### src/rtl/pipelined_barrel_shifter.sv
// -----------------------------------------------------------------------------
// pipelined_barrel_shifter
//
// LAT-stage (LAT = log2(WIDTH)) barrel shifter with valid/ready handshakes on
// both sides. Stage s applies a shift of 2^s when shamt bit s is set, so a
// result leaves LAT cycles after its operand was accepted, plus any stall.
// The whole pipeline advances together, so bubbles are kept, never squeezed.
//
// Ports:
//   clk_i    - clock, rising edge
//   rst_ni   - asynchronous active-low reset, clears every stage
//   valid_i  - input transaction offered
//   ready_o  - block can accept an input this cycle (= pipeline advance)
//   data_i   - operand, WIDTH bits
//   shamt_i  - shift amount, LAT bits
//   dir_i    - 0 = right, 1 = left
//   mode_i   - 00 rotate, 01 logical, 10 arithmetic, 11 bit-reverse
//   valid_o  - result presented
//   ready_i  - downstream accepts the result
//   data_o   - result, WIDTH bits
//   zero_o   - result is valid and all zeros
// -----------------------------------------------------------------------------
module pipelined_barrel_shifter #(
    parameter int WIDTH = 8
) (
    input  logic                       clk_i,
    input  logic                       rst_ni,
    input  logic                       valid_i,
    output logic                       ready_o,
    input  logic [WIDTH-1:0]           data_i,
    input  logic [$clog2(WIDTH)-1:0]   shamt_i,
    input  logic                       dir_i,
    input  logic [1:0]                 mode_i,
    output logic                       valid_o,
    input  logic                       ready_i,
    output logic [WIDTH-1:0]           data_o,
    output logic                       zero_o
);

    localparam int LAT = $clog2(WIDTH);

    typedef enum logic [1:0] {
        MODE_ROT = 2'b00,
        MODE_LSH = 2'b01,
        MODE_ASH = 2'b10,
        MODE_REV = 2'b11
    } mode_e;

    // Control carried alongside each data word. sign is the MSB of the
    // original operand, so arithmetic right fills stay correct even after
    // earlier stages have already shifted the word.
    typedef struct packed {
        logic [LAT-1:0] shamt;
        logic           dir;
        mode_e          mode;
        logic           sign;
    } ctl_t;

    // One stage's fixed shift by k bit positions.
    function automatic logic [WIDTH-1:0] shift_stage(
        input logic [WIDTH-1:0] d,
        input int               k,
        input logic             dir,
        input mode_e            mode,
        input logic             sign
    );
        logic [WIDTH-1:0] r;
        logic [LAT-1:0]   idx;
        logic             vacated;
        r = '0;
        for (int i = 0; i < WIDTH; i++) begin
            if (dir) begin
                idx     = LAT'((i - k + WIDTH) % WIDTH);
                vacated = (i < k);
            end else begin
                idx     = LAT'((i + k) % WIDTH);
                vacated = (i + k >= WIDTH);
            end
            if (!vacated || mode == MODE_ROT) begin
                r[i] = d[idx];
            end else if (mode == MODE_ASH && !dir) begin
                r[i] = sign;
            end else begin
                r[i] = 1'b0;
            end
        end
        return r;
    endfunction

    function automatic logic [WIDTH-1:0] bit_reverse(input logic [WIDTH-1:0] d);
        logic [WIDTH-1:0] r;
        for (int i = 0; i < WIDTH; i++) begin
            r[i] = d[WIDTH-1-i];
        end
        return r;
    endfunction

    // Stage registers. Control is only needed by stages that feed another.
    logic             vld_q [LAT];
    logic [WIDTH-1:0] dat_q [LAT];
    ctl_t             ctl_q [LAT-1];

    // Per-stage inputs and the shifted word each stage will capture.
    logic             in_vld [LAT];
    logic [WIDTH-1:0] in_dat [LAT];
    ctl_t             in_ctl [LAT];
    logic [WIDTH-1:0] nxt_dat[LAT];

    logic adv;

    assign valid_o = vld_q[LAT-1];
    assign data_o  = dat_q[LAT-1];
    assign zero_o  = vld_q[LAT-1] && (dat_q[LAT-1] == '0);
    assign adv     = !valid_o || ready_i;
    assign ready_o = adv;

    always_comb begin
        // Bit reversal is done entirely as stage 0 loads; later stages pass
        // reverse-mode words through so the latency is still LAT.
        in_vld[0] = valid_i;
        in_dat[0] = (mode_e'(mode_i) == MODE_REV) ? bit_reverse(data_i) : data_i;
        in_ctl[0] = '{shamt: shamt_i, dir: dir_i, mode: mode_e'(mode_i),
                      sign: data_i[WIDTH-1]};
        for (int s = 1; s < LAT; s++) begin
            in_vld[s] = vld_q[s-1];
            in_dat[s] = dat_q[s-1];
            in_ctl[s] = ctl_q[s-1];
        end
        for (int s = 0; s < LAT; s++) begin
            if (in_ctl[s].shamt[s] && in_ctl[s].mode != MODE_REV) begin
                nxt_dat[s] = shift_stage(in_dat[s], 1 << s, in_ctl[s].dir,
                                         in_ctl[s].mode, in_ctl[s].sign);
            end else begin
                nxt_dat[s] = in_dat[s];
            end
        end
    end

    // NOTE: sequential state uses non-blocking assignments so every stage
    // samples its predecessor's value from before this edge.
    always_ff @(posedge clk_i or negedge rst_ni) begin
        if (!rst_ni) begin
            // NOTE: the data words are reset too, not just the valid bits,
            // because data_o must read zero while reset is held.
            for (int s = 0; s < LAT; s++) begin
                vld_q[s] <= 1'b0;
                dat_q[s] <= '0;
            end
            for (int s = 0; s < LAT - 1; s++) begin
                ctl_q[s] <= '0;
            end
        end else if (adv) begin
            for (int s = 0; s < LAT; s++) begin
                vld_q[s] <= in_vld[s];
                // Words only move with a valid transaction, so data_o keeps
                // its last value while bubbles pass through.
                if (in_vld[s]) begin
                    dat_q[s] <= nxt_dat[s];
                end
            end
            for (int s = 0; s < LAT - 1; s++) begin
                if (in_vld[s]) begin
                    ctl_q[s] <= in_ctl[s];
                end
            end
        end
    end

endmodule

### config.mk
export PLATFORM = sky130hd
export DESIGN_NAME = pipelined_barrel_shifter
export DESIGN_NICKNAME = d
export VERILOG_FILES = /design/src/rtl/pipelined_barrel_shifter.sv
export SDC_FILE = /design/constraint.sdc
export NUM_CORES = 1
export LEC_CHECK = 0
export BUFFER_PORTS_ARGS = -buffer_cell sky130_fd_sc_hd__buf_2
export CAP_MARGIN = 20
export CORE_UTILIZATION = 40
export CTS_CLUSTER_SIZE = 25
export DETAILED_ROUTE_END_ITERATION = 8
export PLACE_DENSITY_LB_ADDON = 0.15
export SYNTH_ARGS = -nofsm -noshare
export SYNTH_HDL_FRONTEND = slang
export SYNTH_SLANG_ARGS = --single-unit
### constraint.sdc
create_clock -name clk_i -period 1.1 [get_ports clk_i]
set_input_delay 0.055 -clock clk_i [delete_from_list [all_inputs] [get_ports clk_i]]
set_output_delay 0.055 -clock clk_i [all_outputs]
set_load 0.05 [all_outputs]
==> flow_summary.json <==
{
  "outcome": "finished, violations left",
  "violations": "negative setup slack",
  "synth_cells": 239,
  "cap_violations": 0,
  "async_flop_share": 1.000,
  "numCtsBuffers": 5,
  "routed_via_density": 5.257,
  "grt_pass1_wl_mm": 9.114,
  "synth_top_area_share": 0.4274,
  "powerDensity_nw_per_um2": 2466,
  "setup_tns_ps": -3141,
  "max_slew_margin": 0.8189,
  "syn_area_sq_um": 2225,
  "cts.sinks": 38,
  "h-tree-depth": 2,
  "setup_violations": 35,
  "synth_nets": 257,
  "firstDrtPassIters": 4,
  "cp-start-kind": "flip-flop",
  "tritoncts": "yes",
  "nNetsFinal": 319,
  "final_util": 0.6020,
  "post_synth.cell_area_avg_sq_um": 9.308,
  "cp.arrival_ps": 1550,
  "insertion_delay_ps": 290,
  "grt_busiest_layer": "met2",
  "n_antenna_cell": 0,
  "ir_drop_uv": 1138,
  "drtIter0Drc": 109,
  "wl_per_cell_um": 14.78,
  "dpl.cell_count": 342,
  "slowest_stage": "or4_4",
  "pin_count": 29,
  "min_path_type": "input port to flip-flop",
  "setup_slack_ps": -502.0,
  "slew_viol_final": 0,
  "synth-seq-area-share": 0.4274,
  "whs_path_depth": 3,
  "gp_congestion": 0.7809,
  "std_cell_rows": 26,
  "synth.distinct_cells": 46,
  "crit_type": "flip-flop to output pin",
  "grt_pass1_vias": 1930,
  "drive_above_1_share": 0.4933,
  "grt_antenna_before_repair": 0,
  "crit_path_max_incr_delay_ps": 540,
  "die-height_um": 76.58,
  "nFillCells": 457,
  "leakage_uw": 0.001416,
  "cp_max_fo": 2,
  "rr_endpoint": "dat_q[12]$_DFFE_PN0P_",
  "track_usage": 0.1982,
  "critPathRequiredTime_ps": 1040,
  "rrSetupSlack_ps": -180,
  "power_uw": 7775,
  "io_buffers": 28,
  "met2_usage": 0.3532,
  "yosys-top-cells-area": "dfrtp_1, nand2_1, o21ai_1, buf_4, buf_6",
  "cts_root_buf": "clkbuf_8",
  "crit_chain": "or4_4 > nor4_4 > buf_6",
  "path_clk_slew_ps": 70,
  "worstMarginPinSlew_ps": 267.9,
  "critPathLaunch": "data_o[4]$_DFFE_PN0P_",
  "hold_viol_final": 0,
  "stdcell_area_sq_um": 3153,
  "grt_overflow_total": 0,
  "synth_seq_cells": 38,
  "synth_edf_count": 0,
  "drc": 0,
  "hpwl_mm": 3.654,
  "period_minus_slack_ps": 1602,
  "rsz0062_at_grt": "true",
  "dr_total_vias": 1945,
  "synth_top_cell_by_area": "dfrtp_1",
  "clockBufferDepth": 2,
  "dieArea_sq_um": 5864,
  "r2r_cells": 5,
  "r2r-start": "ctl_q[10]$_DFFE_PN0P_",
  "detail-route-antenna-nets": 0,
  "grt_max_degree": 17,
  "initial_core_util": 0.4247,
  "fin_cells": 370,
  "critPathCapture": "zero_o",
  "synthToLayoutAreaGrowth_pct": 41.73,
  "die_w_um": 76.58,
  "routed_wirelength_mm": 5.468,
  "core_sq_um": 5238,
  "timing.final.crit_share": 1.456,
  "fmax_mhz": 624.2,
  "worst_clock_skew_ps": 3.900,
  "endpoint_kind": "output pin",
  "synth_ff_type": "dfrtp_1",
  "grt_use_met1": 0.2303,
  "yosys_warnings": 0,
  "place_area_sq_um": 2615,
  "use_met3": 0.04192
}
cell usage after synthesis, types with 2 or more instances:
master / n
a31oi_1: 3
nand2_1: 42
a21o_1: 4
o22ai_1: 5
mux2i_1: 5
o31ai_1: 2
inv_1: 8
buf_2: 6
o21a_1: 2
a211oi_1: 7
a21oi_1: 12
nand2b_1: 6
o21ai_1: 19
and4bb_1: 2
nand3b_1: 2
buf_4: 11
mux2_4: 5
o21ai_0: 4
and2_1: 3
o41ai_2: 2
nor2_1: 16
dfrtp_1: 38
buf_6: 7
nand3_1: 3
a221oi_1: 4
critical path, delay by kind of cell (launching register included):
| family | cells | cell delay [ps] |
|---|---|---|
| DFF | 1 | 380 |
| buffers and inverters | 1 | 190 |
| and+or+nand+nor | 2 | 690 |
sequential cells by signal, summed over array words and instances, names as in the netlist:
name,cells
in_vld,2
ctl_q,11
dat_q,16
data_o,8
valid_o,1
metal layers:
| layer | up-vias | share of wire |
|---|---|---|
| met1 | 926 | 0.43 |
| met3 | 11 | 0.029 |
| li1 | 971 | - |
| met5 | - | 0 |
| met2 | 37 | 0.52 |
| met4 | 0 | 0.022 |
worst min path at each step:
stage                     startpoint                    end  slack, ps
after floorplan               rst_ni   ctl_q[0]$_DFFE_PN0P_       -240
after global placement        rst_ni  data_o[1]$_DFFE_PN0P_        -50
after detailed placement      rst_ni  data_o[1]$_DFFE_PN0P_        -60
after CTS                  data_i[2]  dat_q[17]$_DFFE_PN0P_         50
after global routing       data_i[2]  dat_q[17]$_DFFE_PN0P_         50
final                      data_i[2]  dat_q[17]$_DFFE_PN0P_         50
area by class of cell:
class / count / area, sq um / area share
inverter: 8 / 30.03 / 0.009524
tap: 70 / 87.58 / 0.02778
sequential: 38 / 955.9 / 0.3032
clock buffer: 6 / 82.58 / 0.02619
timing repair buffer: 77 / 649.4 / 0.2060
multi-input combinational: 171 / 1348 / 0.4274
stage by stage:
step / setup WS (ps) / hold slack (ps)
finish: -502.0 / 51.83
global route: -575.1 / 46.83
CTS: -516.9 / 47.17
detailed placement: -271.8 / -56.52
global placement: -263.3 / -53.94
floorplan: -408.1 / -240.6
cells by family (layout without fill, tap and decap cells):
group | count (synthesis) | after routing | synth area share
muxes | 10 | 10 | 0.05624
AOI/OAI and AO/OA | 75 | 75 | 0.2317
DFF | 38 | 38 | 0.4274
buffers and inverters | 32 | 91 | 0.09955
and+or+nand+nor | 84 | 86 | 0.1850
cell usage in the layout, fill, tap and decap left out, drive strengths merged, types with 4 or more instances in the layout:
cell     n
a211oi   8
a21o     4
a21oi   12
a221oi   4
a31oi    4
and2     4
buf     74
clkbuf   6
dfrtp   38
inv      8
mux2     5
mux2i    5
nand2   45
nand2b   6
nor2    17
o21ai   24
o22ai    5
report_power, final:
part	internal [uW]	leakage, uW	total (uW)	switching (uW)
clock network	483	0.0000431	942	459
logic	2000	0.000926	4200	2210
registers	1960	0.000448	2630	669
total	4440	0.00142	7780	3340
timing repair:
action	CTS	global route
setup buffers	13	5
hold endpoints to repair	40	0
cloned	3	0
setup endpoints to repair	32	38
pin swaps	25	21
gates resized for setup	32	40
hold buffers	3	0
No activity file was read; power rests on OpenSTA's default activity.
